## src/rtl/key_arbiter_pkg.sv

```systemverilog
// Shared types and defaults for the key request arbiter.
package key_arbiter_pkg;

  typedef enum logic {
    ST_IDLE = 1'b0,
    ST_WAIT = 1'b1
  } state_t;

  localparam int unsigned DEFAULT_TIMEOUT_CYCLES = 1024;

  // Index width for a path number; never zero so single-path builds still elaborate.
  function automatic int unsigned idx_width(input int unsigned n);
    return (n > 1) ? $clog2(n) : 1;
  endfunction

endpackage

```

## src/rtl/rr_select.sv

```systemverilog
// Round-robin pick of the first pending path after last_grant.
module rr_select
  import key_arbiter_pkg::*;
#(
  parameter int unsigned NUM_PATHS = 4,
  parameter int unsigned GW        = idx_width(NUM_PATHS)
) (
  input  logic [NUM_PATHS-1:0] pending,
  input  logic [GW-1:0]        last_grant,
  output logic [GW-1:0]        grant,
  output logic                 any
);

  logic [GW-1:0] cand;

  always_comb begin
    grant = '0;
    any   = 1'b0;
    cand  = '0;
    for (int unsigned k = 1; k <= NUM_PATHS; k++) begin
      cand = GW'((32'(last_grant) + k) % NUM_PATHS);
      if (!any && pending[cand]) begin
        any   = 1'b1;
        grant = cand;
      end
    end
  end

endmodule

```

## src/rtl/key_arbiter.sv

```systemverilog
// Arbitrates per-path key requests onto a single keymem request channel with timeout.
module key_arbiter
  import key_arbiter_pkg::*;
#(
  parameter int unsigned NUM_PATHS      = 4,
  parameter int unsigned KEY_ID_WIDTH   = 32,
  parameter int unsigned KEY_WIDTH      = 256,
  parameter int unsigned TIMEOUT_CYCLES = DEFAULT_TIMEOUT_CYCLES
) (
  input  logic                             clk156,
  input  logic                             areset_clk156,
  input  logic [NUM_PATHS-1:0]             path_key_req,
  input  logic [NUM_PATHS*KEY_ID_WIDTH-1:0] path_key_id,
  output logic [NUM_PATHS-1:0]             path_key_ack,
  output logic [NUM_PATHS-1:0]             path_key_err,
  output logic [KEY_WIDTH-1:0]             path_key,
  output logic                             km_key_req,
  output logic [KEY_ID_WIDTH-1:0]          km_key_id,
  input  logic                             km_key_ack,
  input  logic [KEY_WIDTH-1:0]             km_key,
  output logic [15:0]                      drop_count
);

  localparam int unsigned GW         = idx_width(NUM_PATHS);
  localparam logic [15:0] TIMER_LAST = 16'(TIMEOUT_CYCLES - 1);

  state_t                  state, state_next;
  logic [NUM_PATHS-1:0]    pending, clear_mask, set_mask, drop_mask;
  logic [KEY_ID_WIDTH-1:0] id_q [NUM_PATHS];
  logic [GW-1:0]           grant, last_grant, sel;
  logic                    sel_any;
  logic [15:0]             timer;
  logic                    start, done_ack, done_err;
  logic [16:0]             drop_sum;
  logic [15:0]             drop_next;

  rr_select #(
    .NUM_PATHS (NUM_PATHS),
    .GW        (GW)
  ) u_rr_select (
    .pending    (pending),
    .last_grant (last_grant),
    .grant      (sel),
    .any        (sel_any)
  );

  always_ff @(posedge clk156 or posedge areset_clk156) begin
    if (areset_clk156) state <= ST_IDLE;
    else               state <= state_next;
  end

  // Ack is tested before the timer so a coincident ack suppresses the error.
  always_comb begin
    state_next = state;
    start      = 1'b0;
    done_ack   = 1'b0;
    done_err   = 1'b0;
    case (state)
      ST_IDLE: begin
        if (sel_any) begin
          start      = 1'b1;
          state_next = ST_WAIT;
        end
      end
      ST_WAIT: begin
        if (km_key_ack) begin
          done_ack   = 1'b1;
          state_next = ST_IDLE;
        end else if (timer == TIMER_LAST) begin
          done_err   = 1'b1;
          state_next = ST_IDLE;
        end
      end
      default: state_next = ST_IDLE;
    endcase
  end

  // A request landing on the path being retired re-arms it rather than dropping.
  always_comb begin
    clear_mask = '0;
    if (done_ack || done_err) clear_mask[grant] = 1'b1;
    set_mask  = path_key_req & (~pending | clear_mask);
    drop_mask = path_key_req & pending & ~clear_mask;
    drop_sum  = {1'b0, drop_count};
    for (int unsigned i = 0; i < NUM_PATHS; i++) begin
      drop_sum = drop_sum + 17'(drop_mask[i]);
    end
    drop_next = drop_sum[16] ? 16'hFFFF : drop_sum[15:0];
  end

  always_ff @(posedge clk156 or posedge areset_clk156) begin
    if (areset_clk156) begin
      pending      <= '0;
      for (int unsigned i = 0; i < NUM_PATHS; i++) id_q[i] <= '0;
      last_grant   <= GW'(NUM_PATHS - 1);
      grant        <= '0;
      timer        <= '0;
      path_key_ack <= '0;
      path_key_err <= '0;
      path_key     <= '0;
      km_key_req   <= 1'b0;
      km_key_id    <= '0;
      drop_count   <= '0;
    end else begin
      pending <= (pending & ~clear_mask) | set_mask;
      for (int unsigned i = 0; i < NUM_PATHS; i++) begin
        if (set_mask[i]) id_q[i] <= path_key_id[i*KEY_ID_WIDTH +: KEY_ID_WIDTH];
      end
      km_key_req   <= start;
      path_key_ack <= '0;
      path_key_err <= '0;
      if (start) begin
        grant     <= sel;
        km_key_id <= id_q[sel];
        timer     <= '0;
      end else if (state == ST_WAIT) begin
        timer <= timer + 16'd1;
      end
      if (done_ack) begin
        path_key_ack[grant] <= 1'b1;
        path_key            <= km_key;
      end
      if (done_err) path_key_err[grant] <= 1'b1;
      if (done_ack || done_err) last_grant <= grant;
      drop_count <= drop_next;
    end
  end

endmodule

```

## config.mk

```make
export PLATFORM = sky130hd
export DESIGN_NAME = key_arbiter
export DESIGN_NICKNAME = d
export VERILOG_FILES = /design/src/rtl/key_arbiter_pkg.sv /design/src/rtl/rr_select.sv /design/src/rtl/key_arbiter.sv
export SDC_FILE = /design/constraint.sdc
export NUM_CORES = 1
export LEC_CHECK = 0
export ABC_AREA = 1
export CELL_PAD_IN_SITES_DETAIL_PLACEMENT = 2
export CELL_PAD_IN_SITES_GLOBAL_PLACEMENT = 2
export CORE_AREA = 2 2 271 273
export CTS_CLUSTER_SIZE = 25
export DETAILED_ROUTE_END_ITERATION = 8
export DIE_AREA = 0 0 273 275
export MAX_ROUTING_LAYER = met4
export PLACE_DENSITY_LB_ADDON = 0.1
export SKIP_LAST_GASP = 1
export SLEW_MARGIN = 5
export SYNTH_ARGS = -nofsm -noshare
export SYNTH_HDL_FRONTEND = slang
export SYNTH_SLANG_ARGS = --single-unit
```

## constraint.sdc

```tcl
create_clock -name clk156 -period 17.65 [get_ports clk156]
set_input_delay 3.53 -clock clk156 [delete_from_list [all_inputs] [get_ports clk156]]
set_output_delay 3.53 -clock clk156 [all_outputs]
set_load 0.02 [all_outputs]
```

### After elaboration in Yosys (flattened, before gate mapping)

Cells that the tools add are included.

| word-level totals | value |
|---|---|
| output and inout port bits | 313 |
| register bits after elaboration | 466 |
| logic and storage cells | 88 |

| cells by class | value |
|---|---|
| bitwise gates (word level) | 10 |
| equality and inequality tests | 1 |
| reduce and logical (&&, ||, !) cells | 9 |
| magnitude comparators | 7 |
| multiplexer cells | 37 |
| add/sub/neg operators | 9 |

Operators with widths:

| operator | count |
|---|---|
| 32-bit binary-select mux with 2-bit select | 1 |
| 32-bit two-way mux | 2 |
| 17-bit by 1-bit adder with 17-bit output | 3 |
| 16-bit two-way mux | 3 |
| 1-bit two-way mux | 18 |
| 16-bit by 1-bit adder with 17-bit output | 1 |
| 16-bit by 1-bit adder with 16-bit output, second input constant | 1 |
| 4-bit AND | 4 |
| 16-bit by 10-bit == test with 1-bit output, second input constant | 1 |
| 2-bit by 3-bit < comparator with 1-bit output, second input constant | 5 |
| 4-bit two-way mux | 3 |
| 1-bit binary-select mux with 2-bit select | 4 |
| 2-bit two-way mux | 4 |
| 4-bit NOT | 2 |
| 4-bit bitwise OR | 2 |
| 2-bit by 1-bit adder with 2-bit output, second input constant | 2 |
| 2-bit adder, second input constant | 2 |
| 1-bit logical AND | 4 |
| 3-bit >= comparator, second input constant | 1 |
| 1-bit zero test | 3 |
| 2-bit NOT with 3-bit output | 1 |
| 1-bit demux with 2-bit select | 1 |
| 2-bit by 1-bit >= comparator with 1-bit output, second input constant | 1 |
| 1-bit case mux with 2 select lines | 1 |
| other kinds (3) | 3 |

### Depth between registers and ports, before layout

| logic depth | value |
|---|---|
| depth in word-level cells | 17 |
| gate-level depth with buffers | 22 |
| mapped depth without buffers | 22 |

### By module

Synthesis repeated with hierarchy kept, for this count alone.

| second synthesis, totals | value |
|---|---|
| cells, all modules | 2313 |
| area, all modules | 19492.4 sq um |

Modules (own cells, without submodules):

| module | area an instance (sq um) | instances | cells an instance | sequential area each (sq um) |
|---|---|---|---|---|
| key_arbiter | 19220.9 | 1 | 2261 | 11663.7 |
| rr_select | 271.5 | 1 | 52 | 0.0 |

### Least setup slack after synthesis

No wires, ideal clock.

| timing | value |
|---|---|
| kind | input to register |
| start | in km_key_ack |
| end | reg drop_count[10] |
| setup time | 0.064 ns |
| setup slack | 11.488 ns |
| cell stages on the path | 15 |
| data required time | 17.586 ns |
| arrival | 6.098 ns |
| path buffers | 0 |
| path through | nand2_1 -> nand2_4 -> a21oi_2 -> nand2_1 -> fa_1 -> fa_1 -> inv_1 -> fa_1 -> nand2_1 -> nor2_1 -> nand2_1 -> nor2_1 -> nand3_1 -> o21ai_0 -> a21o_1 |

| between the ends | value |
|---|---|
| cells in the longest elaborated chain, start to end | 11 |
| elaborated cells on any way between the ends | 13 |
| those cells by class | add/sub: 4; mux: 6; bitwise: 2; reduce/logical: 1 |

RTL lines:

| what | RTL line | RTL |
|---|---|---|
| start, declared | key_arbiter.sv:19 | `input logic km_key_ack,` |
| 1-bit two-way mux | key_arbiter.sv:66 | `if (km_key_ack) begin` |
| 1-bit two-way mux | key_arbiter.sv:58 | `case (state)` |
| 1-bit logical OR (*) | key_arbiter.sv:81 | `if (done_ack \|\| done_err) clear_mask[grant] = 1'b1;` |
| 4-bit two-way mux (*) | key_arbiter.sv:81 |  |
| 4-bit NOT (*) | key_arbiter.sv:83 | `drop_mask = path_key_req & pending & ~clear_mask;` |
| 4-bit AND (*) | key_arbiter.sv:83 |  |
| 16-bit by 1-bit adder with 17-bit output | key_arbiter.sv:86 | `drop_sum = drop_sum + 17'(drop_mask[i]);` |
| 17-bit by 1-bit adder with 17-bit output (2 in a row) | key_arbiter.sv:86 |  |
| 17-bit by 1-bit adder with 17-bit output (*) | key_arbiter.sv:86 |  |
| 16-bit two-way mux (*) | key_arbiter.sv:88 | `drop_next = drop_sum[16] ? 16'hFFFF : drop_sum[15:0];` |
| net drop_next[10] | key_arbiter.sv:35 | `logic [15:0] drop_next;` |
| end signal, assigned | key_arbiter.sv:125 | `drop_count <= drop_next;` |
| end, declared | key_arbiter.sv:21 | `output logic [15:0] drop_count` |

The timed path passes the listed nets; every way through them passes the cells marked *.
A chain may end at the register's enable or synchronous reset.

### Final worst setup path

| timing | value |
|---|---|
| start | in km_key_ack |
| end | reg path_key[62] |

| between the ends | value |
|---|---|
| cells in the longest elaborated chain, start to end | 2 |

RTL lines:

| what | RTL line | RTL |
|---|---|---|
| 1-bit two-way mux | key_arbiter.sv:66 |  |
| 1-bit two-way mux | key_arbiter.sv:58 |  |
| end signal, assigned | key_arbiter.sv:121 | `path_key <= km_key;` |
| end, declared | key_arbiter.sv:16 | `output logic [KEY_WIDTH-1:0] path_key,` |

Every way passes these cells.

==> flow_summary.json <==
{
  "worst-path-buf-inv": 4,
  "grt_max_degree": 140,
  "fin_area_sq_um": 29200,
  "dpl_cell_area_sq_um": 27200,
  "vias": 15600,
  "syn_inst": 1740,
  "final_hold_viol_count": 0,
  "setup_viol": 0,
  "synthFlopType": "dfrtp_1",
  "wl_um": 82300,
  "final_nets": 2832,
  "post-cts-setup-buffers": 0,
  "first_iter_violations": 751,
  "synth_top_area_cell": "dfrtp_1",
  "die_x_um": 273,
  "core_area_sq_um": 72300,
  "rsz0062_at_grt": "false",
  "ctsResizeCount": 0,
  "slowest_delay_ns": 0.90,
  "grt_pass1_vias": 17900,
  "post_drt_via_cell_ratio": 4.51,
  "hold_buffers": 0,
  "yosys_warnings": 0,
  "cp.required_ns": 18.14,
  "synth_seq_area_share_pct": 60.3,
  "drc_errors": 0,
  "row_count": 99,
  "ys_types": 39,
  "clk_latency_ns": 0.61,
  "overflow": 0,
  "slew_viol_final": 0,
  "synthTopCellsByCount": "dfrtp_1, nand2_1, mux2_2",
  "finalWeightedCongestion": 0.848,
  "cts_sinks": 466,
  "synth_top_area_share_pct": 60.0,
  "first_pass_iters": 4,
  "dieArea_sq_um": 75100,
  "fin_skew_ns": 0.0238,
  "dpl.hpwl_um": 61500,
  "n_fill_cell": 7567,
  "crit_path_end_kind": "flop",
  "fin_tns_setup_ns": 0,
  "synth_enable_flop_cells": 0,
  "crit_fanout": 81,
  "cts_tree": "built",
  "worstSetupStartpointType": "input port",
  "gr-usage-all-layers_pct": 22.3,
  "clockBufferDepth": 3,
  "multi_input_area_sq_um": 6580,
  "fmaxAchievable_mhz": 136,
  "p_total_mw": 5.97,
  "numCtsBuffers": 57,
  "relSlewSlack_pct": 27.6,
  "synthArstFlopShare_pct": 100,
  "fin_crit_sh_pct": 41.6,
  "yosysMostFrequentCell": "dfrtp_1",
  "worstHoldPathType": "flop to flop",
  "antenna_left": 0,
  "num_io_pins": 704,
  "synth_fp_nets": 2136,
  "cts_max_level": 2,
  "max_slew.worst_pin.slew_ns": 1.09,
  "ir_drop_mv": 0.137,
  "syn_area_sq_um": 19300,
  "cts_root_buf": "clkbuf_16",
  "min_period_ns": 7.34,
  "regArea_sq_um": 11700,
  "drive_gt1_share_pct": 16.8,
  "synth_area_leaders": "dfrtp_1, mux2_2, nand2_1, o21ai_0, nand3_1",
  "worst_slack_ns": 10.31,
  "path_class": "input port to flop",
  "numPortBuffers": 703,
  "clk_pin_slew_ns": 0.06,
  "crit_top_cell": "buf_4",
  "start_util_pct": 26.7,
  "p_leak_nw": 12.7,
  "crit_arrival_ns": 7.82,
  "wl_per_cell_um": 23.8,
  "crit_chain": "clkdlybuf4s50_1 > nand2_4 > buf_4 > buf_4 > buf_4 > mux2_2",
  "fp.dieH_um": 275,
  "ys_seq_elements": 466,
  "grt_pass1_wl_um": 121000,
  "critPathTopFamily": "buffers and inverters",
  "slowest_stage": "buf_4",
  "drv_cap": 0,
  "power_density_nw_per_um2": 205,
  "antenna_found_initial": 19,
  "synthToLayoutAreaGrowth_pct": 50.8,
  "status": "completed",
  "synth.avg_cell_area_sq_um": 11.1,
  "place_ws_ns": 9.73
}
cell families (layout without fill, tap and decap cells):
kind of cell / Yosys count / count (layout) / share of synthesized area, %
and+or+nand+nor: 623 / 623 / 14.2
DFF: 466 / 466 / 60.3
muxes: 256 / 256 / 14.9
buffers and inverters: 232 / 972 / 5.69
AOI/OAI and AO/OA: 154 / 154 / 4.23
adders and majority gates: 5 / 5 / 0.440
xor gates and xnor gates: 4 / 4 / 0.181
other: 0 / 17 / 0
tightest hold or removal path, stage by stage, from the launching register on:
cell	delay, ns
dfrtp_1	0.33
nand2_1	0.05
nand2_1	0.05
final cells by class:
| cell class | count | share of cell area (%) |
|---|---|---|
| Antenna cell | 17 | 0.146 |
| Clock buffer | 82 | 5.84 |
| Clock inverter | 21 | 0.828 |
| Inverter | 153 | 2.01 |
| Multi-Input combinational cell | 1042 | 22.6 |
| Sequential cell | 466 | 40.0 |
| Tap cell | 959 | 4.11 |
| Timing Repair Buffer | 716 | 24.5 |
path summary, 6_finish.rpt:
path                                    start       endpoint  slack (ns)  cells past startpoint
max in group asynchronous       areset_clk156       id_q[44]       11.29                      5
min in group asynchronous       areset_clk156  path_key[108]        3.39                      2
worst min-delay path                 id_q[24]       id_q[24]        0.46                      2
worst max register to register          state   path_key[62]       13.27                      5
worst max-delay path               km_key_ack   path_key[62]       10.31                      6
worst min register to register       id_q[24]       id_q[24]        0.46                      2
registers in the layout (all words and copies together) (netlist names), 2 cells and up:
register and count:
path_key 256, pending 4, last_grant 2, km_key_id 32, path_key_err 4, timer 16, id_q 128, drop_count 16
path_key_ack 4, grant 2
metal layers:
layer	wire length [um]	up-vias	track usage [%]
met4	1310	0	4.31
met2	42900	419	39.0
met3	6020	86	6.98
met5	0	-	-
li1	-	7053	-
met1	32100	8035	25.2
cell usage in the layout, fill, tap and decap left out, drive strengths merged, types with 2 or more instances in the layout:
cell type / Yosys / layout
ha: 2 / 2
or2: 4 / 4
nand4: 4 / 4
buf: 69 / 13
nand2: 430 / 430
nor2: 47 / 47
diode: 0 / 17
a2bb2oi: 2 / 2
inv: 153 / 154
nand3: 120 / 120
clkdlybuf4s50: 0 / 703
a21oi: 10 / 10
bufinv: 0 / 5
dfrtp: 464 / 464
clkbuf: 10 / 82
nand3b: 12 / 12
fa: 3 / 3
xor2: 4 / 4
dfstp: 2 / 2
mux2: 256 / 256
nor3: 5 / 5
o21ai: 138 / 138
clkinvlp: 0 / 3
clkinv: 0 / 12
power breakdown:
part,total (mW),internal (mW),switching [mW]
registers,1.85,1.58,0.271
logic,2.89,1.22,1.68
clock network,1.22,0.738,0.481
per-stage QoR:
| stage | hold WS, ns | instances | util (%) |
|---|---|---|---|
| 2_1_floorplan | 0.433 | 1740 | - |
| 4_1_cts | 0.468 | 3439 | 40.3 |
| 6_report | 0.463 | 3456 | 40.3 |
| 5_1_grt | 0.503 | 3456 | 40.3 |
| 3_5_place_dp | 0.453 | 3336 | 37.6 |
| 3_3_place_gp | 0.447 | 3336 | 37.6 |
No activity file was read; power rests on OpenSTA's default activity.
